$ cat config.mk
export PLATFORM = sky130hd
export DESIGN_NAME = l2_req_scheduler
export DESIGN_NICKNAME = d
export VERILOG_FILES = /design/src/rtl/l2_req_scheduler.sv
export SDC_FILE = /design/constraint.sdc
export NUM_CORES = 1
export LEC_CHECK = 0
export BUFFER_PORTS_ARGS = -buffer_cell sky130_fd_sc_hd__clkbuf_2
export CAP_MARGIN = 20
export CORE_AREA = 2 2 120 122
export CTS_CLUSTER_SIZE = 25
export DETAILED_ROUTE_END_ITERATION = 8
export DIE_AREA = 0 0 122 124
export GPL_TIMING_DRIVEN = 0
export HOLD_SLACK_MARGIN = 0.12
export PLACE_DENSITY = 0.68
export SLEW_MARGIN = 20
export SYNTH_ARGS = -nofsm -noshare
export SYNTH_HDL_FRONTEND = slang
export SYNTH_SLANG_ARGS = --single-unit
$ cat constraint.sdc
create_clock -name clk -period 6.6 [get_ports clk]
set_input_delay 0.99 -clock clk [delete_from_list [all_inputs] [get_ports clk]]
set_output_delay 0.99 -clock clk [all_outputs]
set_load 0.01 [all_outputs]
$ cat src/rtl/l2_req_scheduler.sv
// Round-robin arbiter sharing one L2 port among icache, dcache and the prefetcher.
// One transaction in flight; L2-side outputs registered; sticky watchdog on a silent L2.
module l2_req_scheduler #(
  parameter int WIDTH          = 32,
  parameter int TIMEOUT_CYCLES = 1024
) (
  input  logic             clk,
  input  logic             rst,
  input  logic             icache_read,
  input  logic [31:0]      icache_address,
  output logic [WIDTH-1:0] icache_rdata,
  output logic             icache_resp,
  input  logic             dcache_read,
  input  logic             dcache_write,
  input  logic [31:0]      dcache_address,
  input  logic [WIDTH-1:0] dcache_wdata,
  input  logic [3:0]       dcache_byte_enable,
  output logic [WIDTH-1:0] dcache_rdata,
  output logic             dcache_resp,
  input  logic             pf_read,
  input  logic [31:0]      pf_address,
  output logic             pf_resp,
  output logic             L2cache_read,
  output logic             L2cache_write,
  output logic [31:0]      L2cache_address,
  output logic [WIDTH-1:0] L2cache_wdata,
  output logic [3:0]       L2cache_byte_enable,
  input  logic [WIDTH-1:0] L2cache_rdata,
  input  logic             L2cache_resp,
  output logic             timeout_err
);
  localparam int WDW = $clog2(TIMEOUT_CYCLES + 1);
  localparam logic [WDW-1:0] WD_MAX = WDW'(TIMEOUT_CYCLES);

  typedef enum logic {IDLE, BUSY} state_e;

  state_e           state_q, state_d;
  logic [1:0]       last_q, last_d, grant_q, grant_d;
  logic             rd_q, rd_d, wr_q, wr_d, to_q, to_d;
  logic [31:0]      addr_q, addr_d;
  logic [WIDTH-1:0] wdata_q, wdata_d;
  logic [3:0]       be_q, be_d;
  logic [WDW-1:0]   wd_q, wd_d;

  logic [2:0] req;
  logic [1:0] pick, cand;
  logic       found;

  assign req = {pf_read, dcache_read | dcache_write, icache_read};

  // Scan requesters starting just after the last one served.
  always_comb begin
    pick  = 2'd0;
    found = 1'b0;
    cand  = last_q;
    for (int k = 0; k < 3; k++) begin
      cand = (cand == 2'd2) ? 2'd0 : cand + 2'd1;
      if (!found && req[cand]) begin
        found = 1'b1;
        pick  = cand;
      end
    end
  end

  always_comb begin
    state_d = state_q;
    last_d  = last_q;
    grant_d = grant_q;
    rd_d    = rd_q;
    wr_d    = wr_q;
    addr_d  = addr_q;
    wdata_d = wdata_q;
    be_d    = be_q;
    wd_d    = wd_q;
    to_d    = to_q;
    case (state_q)
      IDLE: begin
        if (found) begin
          state_d = BUSY;
          grant_d = pick;
          wd_d    = '0;
          // Simultaneous dcache read+write is serviced as a write.
          wr_d    = (pick == 2'd1) && dcache_write;
          rd_d    = !((pick == 2'd1) && dcache_write);
          unique case (pick)
            2'd0:    addr_d = icache_address;
            2'd1:    addr_d = dcache_address;
            default: addr_d = pf_address;
          endcase
          wdata_d = (pick == 2'd1) ? dcache_wdata : '0;
          be_d    = ((pick == 2'd1) && dcache_write) ? dcache_byte_enable : 4'hF;
        end
      end
      BUSY: begin
        if (L2cache_resp) begin
          state_d = IDLE;
          last_d  = grant_q;
          rd_d    = 1'b0;
          wr_d    = 1'b0;
        end else begin
          if (wd_q != WD_MAX) wd_d = wd_q + 1'b1;
          if (wd_d == WD_MAX) to_d = 1'b1;
        end
      end
      default: state_d = IDLE;
    endcase
  end

  always_ff @(posedge clk or posedge rst) begin
    if (rst) begin
      state_q <= IDLE;
      last_q  <= 2'd2;
      grant_q <= 2'd0;
      rd_q    <= 1'b0;
      wr_q    <= 1'b0;
      addr_q  <= '0;
      wdata_q <= '0;
      be_q    <= '0;
      wd_q    <= '0;
      to_q    <= 1'b0;
    end else begin
      state_q <= state_d;
      last_q  <= last_d;
      grant_q <= grant_d;
      rd_q    <= rd_d;
      wr_q    <= wr_d;
      addr_q  <= addr_d;
      wdata_q <= wdata_d;
      be_q    <= be_d;
      wd_q    <= wd_d;
      to_q    <= to_d;
    end
  end

  logic done;
  assign done = (state_q == BUSY) && L2cache_resp;

  assign icache_resp         = done && (grant_q == 2'd0);
  assign dcache_resp         = done && (grant_q == 2'd1);
  assign pf_resp             = done && (grant_q == 2'd2);
  assign icache_rdata        = L2cache_rdata;
  assign dcache_rdata        = L2cache_rdata;
  assign L2cache_read        = rd_q;
  assign L2cache_write       = wr_q;
  assign L2cache_address     = addr_q;
  assign L2cache_wdata       = wdata_q;
  assign L2cache_byte_enable = be_q;
  assign timeout_err         = to_q;
endmodule

-- Yosys cells after proc, flatten, opt, wreduce, memory -nomap -nowiden
Index checks and enable logic that the tools add are counted.
- bits in registers: 87
- output and inout bits: 138
- logic and storage cells: 80
- $add $sub $neg: 4
- order comparisons: 3
- equal/unequal tests: 11
- muxes and demuxes: 32
- bitwise gates (word level): 3
- reduce and logical (&&, ||, !) cells: 17
- operator list (kind ; number):
    $pmux 32 s2 ; 1
    $mux 11 ; 5
    $mux 32 ; 1
    $pmux 11 s2 ; 1
    $mux 2 ; 6
    $add 11x1->11 const B ; 1
    $eq 11x11->1 const B ; 1
    $mux 1 ; 11
    $ne 11x11->1 const B ; 1
    $lt 2x3->1 const B ; 3
    $eq 2x2->1 const B ; 4
    $reduce_and 2->1 ; 4
    $logic_and 1x1->1 ; 7
    $add 2x1->2 const B ; 3
    $bmux 1 s2 ; 3
    $ne 2x2->1 const B ; 3
    $pmux 1 s2 ; 3
    $eq 2x1->1 const B ; 2
    $logic_not 2->1 ; 2
    $mux 4 ; 1
    $logic_not 1->1 ; 3
    $reduce_and 3->1 ; 1
    $not 1->1 ; 2
    $or 1x1->1 ; 1

-- Logic depth before layout (Yosys ltp)
Gate-level depths: netlist of the first run.
- depth in word-level cells: 16
- mapped depth: 7

-- Least setup slack after synthesis of the first run
No wires, ideal clock.
- path kind: input -> output
- start: input L2cache_resp
- end: output dcache_resp
- arrival: 1.456 ns
- data required time: 5.610 ns
- setup slack: 4.154 ns
- stages on the path: 2
- path buffers: 0
- cells stage by stage: nand2_1 > nor3b_1
- longest elaborated chain between the ends: 2
- RTL lines (item ; RTL line ; source):
    from (decl) ; 29 ; input logic L2cache_resp,
    $logic_and 1x1->1 ; 136 ; assign done = (state_q == BUSY) && L2cache_resp;
    $logic_and 1x1->1 ; 139 ; assign dcache_resp = done && (grant_q == 2'd1);
    to (decl) ; 19 ; output logic dcache_resp,
Every way passes these cells.

-- Final worst setup path of the first run
Ends and elaborated chain as after synthesis.

==> summary.txt, run 1 <==
Outcome
  • Outcome: finished, final reports clean

Critical path
  • Crit-path slowest cell: nor3b_1
  • Critical path launch point type: input port
  • Crit-path leading delay family: simple AND/OR/NAND/NOR gates
  • WP data required: 5.61 ns
  • Max Fanout on Critical Path: 6
  • Most used cell, CP: clkbuf_2
  • Crit path buffers/inverters: 2
  • Crit path largest cell delay: 0.26 ns
  • Crit path kind: in2out
  • Setup crit end kind: primary output
  • Critical Path AT: 1.73 ns
  • CP cell instances: clkbuf_2 -> nand2_1 -> nor3b_1 -> clkbuf_2

STA
  • Layout Skew: 0.00890 ns
  • Final worst-path cycle share: 0.413
  • Unrepaired setup endpoints after global routing: no
  • Count of final hold-check violations: 0
  • Final setup violation count: 0
  • Fmax: 0.367 GHz
  • Fin crit period: 2.72 ns
  • Worst-margin pin slew: 0.585 ns
  • Max-slew violations: 0
  • Fin Setup TNS: 0 ns
  • Worst slew margin: 0.610

Cells and area
  • Ant diodes: 0
  • Fill cell count: 1,397
  • Multi-input logic area: 0.00178 mm2
  • Final Non-Filler Cells: 1,006
  • Synth-to-Final Area Change: 41.6%
  • Final Instance Area: 0.00654 mm2
  • Final net count: 994
  • Register area: 0.00218 mm2
  • Share of cells above drive strength 1: 0.456

Clock tree
  • CTS Buf Count: 9
  • Postcts setup bufs: 0
  • TritonCTS clock tree: done
  • Clk Latency, worst-skew pair: 0.35 ns
  • Post-CTS sizing: 0
  • Clk root buf: clkbuf_16
  • CTS max path bufs: 2
  • CTS H-tree depth: 3
  • CTS sink count: 87
  • Clock slew at reported path FFs: 0.06 ns
  • Hold buffer count at CTS: 0

Routing
  • # DRC: 0
  • Post-route ant nets: 0
  • DR vias: 4,832
  • Routed len/inst: 15.9 um
  • Vias per cell: 4.80
  • DRT Wirelength: 16,000 um
  • DRT Pass-1 Iters: 5
  • Initial DRC Count: 280

Synth
  • Seq/Total Area, Yosys: 0.472
  • Asr flop ratio synth: 1.00
  • Yosys warnings: 0
  • Syn Inst Count: 533
  • Synth cell types: 47
  • Main synth FF type: dfrtp_1
  • Post-synth EDFFs: 0
  • Mapped Area: 0.00461 mm2
  • Syn_nets: 706
  • Register bit total from synthesis: 87
  • Synthesized area per cell: 8.66 um2

Floorplanning
  • FP Rows: 43
  • Die Y: 124 um
  • Total core area: 0.0137 mm2
  • Starting Density: 0.336
  • Die X: 122 um
  • Die ar.: 0.0151 mm2
  • # IOs: 309

Placed design
  • Dpl hpwl: 12,700 um
  • DP Cell Count: 990
  • Port Buffers: 276
  • DP Area: 0.00625 mm2
  • Routability cong.: 0.938

Pwr
  • Pleak: 3.40 nW
  • P per Cell Area: 384 mW/mm2
  • Pwr Total: 0.00251 W
  • Max rail drop VDD: 0.000137 V

Global route
  • Vias in the first global route: 4,746
  • GR Util All Layers: 0.210
  • Initial antenna violation count: 0
  • First-pass GRT wire length: 24,300 um
  • Largest net degree at the start of global routing: 60
  • Gr ovfl total: 0

Job
  • Max-Cap Viols: 0

Hold path
  • Worst min-delay path class: reg2reg
-- final cells by class --
cell class                 instances  share of cell area
clock inverter                     6             0.00670
timing repair buffer             277               0.216
clock buffer                      10              0.0366
buffer                            97              0.0963
tap                              180              0.0345
inverter                           7             0.00479
sequential                        87               0.333
multi-input combinational        342               0.272
-- path summary, 6_finish.rpt --
path                                               startpoint                                  to  slack, ns  cells past startpoint
min reg2reg                L2cache_byte_enable[0]$_DFFE_PP0P_  L2cache_byte_enable[0]$_DFFE_PP0P_       0.47                      2
min in group asynchronous                                 rst        L2cache_wdata[2]$_DFFE_PP0P_       0.59                      2
max reg2reg                               wd_q[0]$_DFFE_PP0P_             timeout_err$_DFFE_PP0P_       4.33                      7
max                                              L2cache_resp                         dcache_resp       3.88                      4
min                        L2cache_byte_enable[0]$_DFFE_PP0P_  L2cache_byte_enable[0]$_DFFE_PP0P_       0.47                      2
max in group asynchronous                                 rst               last_q[1]$_DFFE_PP1P_       5.38                      3
-- cell families after synthesis --
group / after synthesis / synth area share
muxes: 4 / 0.00922
xor gates and xnor gates: 3 / 0.00570
and+or+nand+nor: 197 / 0.181
buffers and inverters: 104 / 0.142
DFF: 87 / 0.472
adders and majority gates: 2 / 0.00542
AOI/OAI and AO/OA: 136 / 0.184
-- layer usage --
metal / part of all wire / vias to the layer above / track usage
met2: 0.50 / 196 / 0.346
met5: 0 / - / 0
li1: - / 2331 / -
met4: 0.025 / 0 / 0.0891
met1: 0.40 / 2278 / 0.261
met3: 0.079 / 27 / 0.0549
-- cells in the mapped netlist (4+ instances only) --
cell type / count / area, um2
nand3_1: 6 / 30.0
clkbuf_1: 23 / 86.3
dfrtp_1: 86 / 2150
inv_1: 7 / 26.3
a22oi_1: 33 / 248
nor2b_1: 4 / 25.0
nor3_1: 4 / 20.0
a31oi_1: 33 / 206
o21ai_0: 46 / 230
nor2_1: 42 / 158
nand2_1: 125 / 469
buf_4: 64 / 480
a21oi_1: 8 / 40.0
buf_2: 6 / 30.0
-- worst register-to-register path: stages (launching register included) --
cell and delay, ns:
dfrtp_1 0.46, inv_1 0.17, ha_1 0.16, or4b_4 0.47, nor3_4 0.32, mux2i_1 0.28
a21oi_2 0.05, a41o_1 0.24
-- stage by stage --
step	worst slack (ns)	util	hold slack (ns)
final	3.88	0.476	0.468
after global routing	3.81	0.476	0.487
after CTS	3.87	0.476	0.477
after detailed placement	3.63	0.456	0.460
after global placement	2.16	0.453	0.454
after floorplan	3.36	-	0.485
-- where the power goes --
part	internal, W	total [W]	switching, W	leakage [nW]
clock network	0.000268	0.000491	0.000224	0.139
logic	0.000444	0.00114	0.000691	2.19
registers	0.000746	0.000885	0.000139	1.07
total	0.00146	0.00251	0.00105	3.40
-- sequential cells by signal, summed over array words and instances (netlist names) --
name,flops
last_q,2
L2cache_wdata,32
grant_q,2
L2cache_read,1
state_q,1
L2cache_write,1
timeout_err,1
L2cache_address,32
L2cache_byte_enable,4
wd_q,11
-- layout by cell type, fill, tap and decap left out, drive strengths merged, types with 4 or more instances in the layout --
cell type	synthesis	final
nor2	42	42
nor2b	4	4
nand2	125	125
clkbuf	24	310
inv	7	9
nand3	6	6
buf	73	74
o21ai	46	46
nor3	5	5
a31oi	33	33
dfrtp	86	86
a22oi	33	33
a21oi	9	9
Note: power is estimated with default switching activity, not from simulation.
==> run 2: changes to the inputs <==
- ABC_AREA: default -> 1
- CORE_AREA: 2 2 120 122 -> default
- CORE_ASPECT_RATIO: default -> 0.6
- CORE_MARGIN: default -> 2
- CORE_UTILIZATION: default -> 40
- DIE_AREA: 0 0 122 124 -> default
- PLACE_DENSITY: 0.68 -> 0.79
- clock period: 6.6 -> 2.5 ns (I/O delays scaled with it)
==> run 2 against run 1 <==
Net effect: design area is 12% higher; via count is 14% higher; sequential share of layout area is 3.5 points lower; register-to-register slack worse by 3.9 ns; critical endpoint is now L2cache_address[11]$_DFFE_PP0P_; sequential power grew to 2.6 times the previous value; area after synthesis is 16% higher; flip-flop and latch count stayed put.
==> summary.txt, run 2 <==
Outcome
  • Outcome: finished, final reports clean (unchanged)

Floorplanning
  • # IOs: 309 (unchanged)
  • Die Y: 93.7 um (was 124 um)
  • Total core area: 0.0130 mm2 (was 0.0137 mm2)
  • Die X: 154 um (was 122 um)
  • Die ar.: 0.0144 mm2 (was 0.0151 mm2)
  • FP Rows: 32 (was 43)
  • Starting Density: 0.414 (was 0.336)

STA
  • Unrepaired setup endpoints after global routing: no (unchanged)
  • Fin crit period: 2.11 ns
  • Worst slew margin: 0.595 (was 0.610)
  • Count of final hold-check violations: 0 (unchanged)
  • Fmax: 0.475 GHz
  • Layout Skew: 0.00792 ns (was 0.00890 ns)
  • Final worst-path cycle share: 0.843
  • Max-slew violations: 0 (unchanged)
  • Worst-margin pin slew: 0.606 ns (was 0.585 ns)
  • Final setup violation count: 0 (unchanged)
  • Fin Setup TNS: 0 ns (unchanged)

Synth
  • Yosys warnings: 0 (unchanged)
  • Post-Synth Simple-Gate Area: 0.379 (was 0.181)
  • Post-synth EDFFs: 0 (unchanged)
  • Register bit total from synthesis: 87 (unchanged)
  • Seq/Total Area, Yosys: 0.406 (was 0.472)
  • Syn Inst Count: 704 (was 533)
  • Compound-gate portion of the synthesized area: 0.0242 (was 0.184)
  • Top cells by count, synth: nand2_1, nand3_1, dfrtp_1, buf_4, inv_1 (was nand2_1, dfrtp_1, buf_4, o21ai_0, nor2_1)
  • Synth cell types: 37 (was 47)
  • Top-count cell post-synth: nand2_1 (unchanged)
  • Asr flop ratio synth: 1.00 (unchanged)
  • Mapped Area: 0.00537 mm2 (was 0.00461 mm2)
  • Main combinational cell family by area after synthesis: simple AND/OR/NAND/NOR gates (was compound AO/OA/AOI/OAI gates)
  • Synthesized area per cell: 7.62 um2 (was 8.66 um2)
  • Area fraction of the dominant cell type after synthesis: 0.401 (was 0.466)
  • Syn_nets: 877 (was 706)
  • Mux cell area share after synthesis: 0 (was 0.00922)
  • Synth area leaders: dfrtp_1, nand2_1, buf_4, nand3_1, inv_1 (was dfrtp_1, buf_4, nand2_1, a22oi_1, o21ai_0)
  • Leading area contributor after synthesis: dfrtp_1 (unchanged)
  • Adder-cell share of the synthesized area: 0.00466 (was 0.00542)
  • Post-Synth XOR/XNOR Area: 0.0114 (was 0.00569)
  • Main synth FF type: dfrtp_1 (unchanged)

Hold path
  • Worst min-delay path class: in2reg (was reg2reg)

Critical path
  • WP data required: 2.78 ns (was 5.61 ns)
  • Critical path launch point type: flip-flop (was input port)
  • Crit path kind: reg2reg (was in2out)
  • Max Fanout on Critical Path: 10 (was 6)
  • Critical Path AT: 2.39 ns (was 1.73 ns)
  • Setup crit end kind: flip-flop (was primary output)

Global route
  • Vias in the first global route: 5,217 (was 4,746)
  • First-pass GRT wire length: 26,900 um (was 24,300 um)
  • GR Util All Layers: 0.236 (was 0.210)
  • Largest net degree at the start of global routing: 33 (was 60)
  • Gr ovfl total: 0 (unchanged)
  • Initial antenna violation count: 0 (unchanged)

Routing
  • DRT Wirelength: 17,100 um (was 16,000 um)
  • Vias per cell: 4.70 (was 4.80)
  • # DRC: 0 (unchanged)
  • DR vias: 5,495 (was 4,832)
  • DRT Pass-1 Iters: 5 (unchanged)
  • Post-route ant nets: 0 (unchanged)
  • Initial DRC Count: 453 (was 280)
  • Routed len/inst: 14.6 um (was 15.9 um)

Pwr
  • Switching power: 0.00386 W (was 0.00105 W)
  • Clock share of power: 0.158 (was 0.195)
  • Pint: 0.00449 W (was 0.00146 W)
  • Pleak: 4.23 nW (was 3.40 nW)
  • P per Cell Area: 1140 mW/mm2 (was 384 mW/mm2)
  • Seq pwr share: 0.276 (was 0.352)
  • Max rail drop VDD: 0.000593 V (was 0.000137 V)
  • Switching share of total power: 0.462 (was 0.420)
  • Combinational share of power: 0.567 (was 0.452)

Clock tree
  • CTS Buf Count: 9 (unchanged)
  • Post-CTS sizing: 0 (unchanged)
  • Clock slew at reported path FFs: 0.08 ns (was 0.06 ns)
  • TritonCTS clock tree: done (unchanged)
  • Clk Latency, worst-skew pair: 0.34 ns (was 0.35 ns)
  • CTS H-tree depth: 3 (unchanged)
  • Clk root buf: clkbuf_16 (unchanged)
  • Hold buffer count at CTS: 1 (was 0)
  • CTS max path bufs: 2 (unchanged)
  • CTS sink count: 87 (unchanged)
  • Postcts setup bufs: 0 (unchanged)

Job
  • Max-Cap Viols: 0 (unchanged)

Cells and area
  • Ant diodes: 0 (unchanged)
  • Fill cell count: 1,253 (was 1,397)
  • Final core utilization: 0.563 (was 0.476)
  • Most frequent cells in the layout: clkbuf_2, nand2_1, nand3_1 (was clkbuf_2, nand2_1, dfrtp_1)
  • Share of cells above drive strength 1: 0.421 (was 0.456)
  • Final net count: 1,167 (was 994)
  • Commonest non-fill, non-tap cell in the layout: clkbuf_2 (unchanged)
  • Synth-to-Final Area Change: 36.0% (was 41.6%)

Placed design
  • Port Buffers: 276 (unchanged)
  • Routability cong.: 0.941 (was 0.938)
  • Dpl hpwl: 13,600 um (was 12,700 um)
-- run 2: changes by cell type in the layout (fill, tap and decap cells not counted), moves of 7 or more --
| cell | change |
|---|---|
| a21oi_1 | -7 |
| a22oi_1 | -33 |
| a31oi_1 | -33 |
| buf_4 | +11 |
| clkbuf_1 | -20 |
| inv_1 | +48 |
| nand2_1 | +69 |
| nand3_1 | +101 |
| nand4_1 | +7 |
| o21ai_0 | -38 |
| or2_0 | +20 |
| or2_1 | +26 |
| or2_2 | +7 |
-- run 2: path summary, 6_finish.rpt --
| path | startpoint | end | cells past startpoint | slack [ns] |
|---|---|---|---|---|
| setup / recovery | last_q[1]$_DFFE_PP1P_ | L2cache_address[11]$_DFFE_PP0P_ | 12 | 0.39 |
| hold / removal | dcache_wdata[21] | L2cache_wdata[21]$_DFFE_PP0P_ | 3 | 0.26 |
| setup reg to reg | last_q[1]$_DFFE_PP1P_ | L2cache_address[11]$_DFFE_PP0P_ | 12 | 0.39 |
| hold reg to reg | L2cache_wdata[21]$_DFFE_PP0P_ | L2cache_wdata[21]$_DFFE_PP0P_ | 2 | 0.48 |
| max in group asynchronous | rst | last_q[1]$_DFFE_PP1P_ | 4 | 1.21 |
| min in group asynchronous | rst | L2cache_wdata[21]$_DFFE_PP0P_ | 3 | 0.65 |
-- run 2: power by group through the flow --
stage               Combinational [W]  Clock, W  Sequential [W]
floorplan                     0.00293         0         0.00249
global placement              0.00466         0         0.00229
detailed placement            0.00476         0         0.00232
CTS                           0.00476   0.00135         0.00230
global route                  0.00533   0.00140         0.00237
finish                        0.00473   0.00132         0.00230
-- run 2: layer usage --
layer / share of wire / global-route usage / wire length [um]
met4: 0.0057 / 0.0352 / 97
met1: 0.46 / 0.339 / 7910
met5: 0 / 0 / 0
met2: 0.45 / 0.379 / 7760
met3: 0.077 / 0.0498 / 1320
-- run 2: final cells by class --
cell class              count  area [um2]  area share
plain buffers              96         708      0.0970
clock buffers               9         225      0.0308
clock inverters             7        61.3     0.00840
inverters                  60         231      0.0317
multi-input cells         461        2250       0.308
flip-flops and latches     87        2180       0.298
well taps                 170         213      0.0291
repair buffers            279        1430       0.196
-- run 2: cell families after synthesis --
family / count (synthesis)
buffers and inverters: 156
adder cells (fa/ha/maj): 2
AND/OR/NAND/NOR: 430
AO/OA/AOI/OAI: 22
XOR/XNOR: 7
flip-flops: 87
-- run 2: metrics by stage --
step           setup slack, ns  total power, W  area (um2)  cells  hold WS, ns
2_1_floorplan            0.729         0.00542        5370    704        0.500
3_3_place_gp             0.401         0.00695        6960   1150        0.454
3_5_place_dp             0.401         0.00707        7000   1152        0.467
4_1_cts                  0.435         0.00840        7300   1169        0.254
5_1_grt                  0.233         0.00910        7300   1169        0.254
6_report                 0.393         0.00835        7300   1169        0.262
-- run 2: critical path: stages, from the launching register on --
cell and delay, ns:
dfstp_2 0.53, buf_6 0.15, inv_4 0.07, nand3_2 0.09, nand3_4 0.11, nand3_1 0.08, nand2_1 0.09, nor2_2 0.19
buf_2 0.35, nand3_1 0.11, nand3_1 0.15, nand2_1 0.07, inv_1 0.05
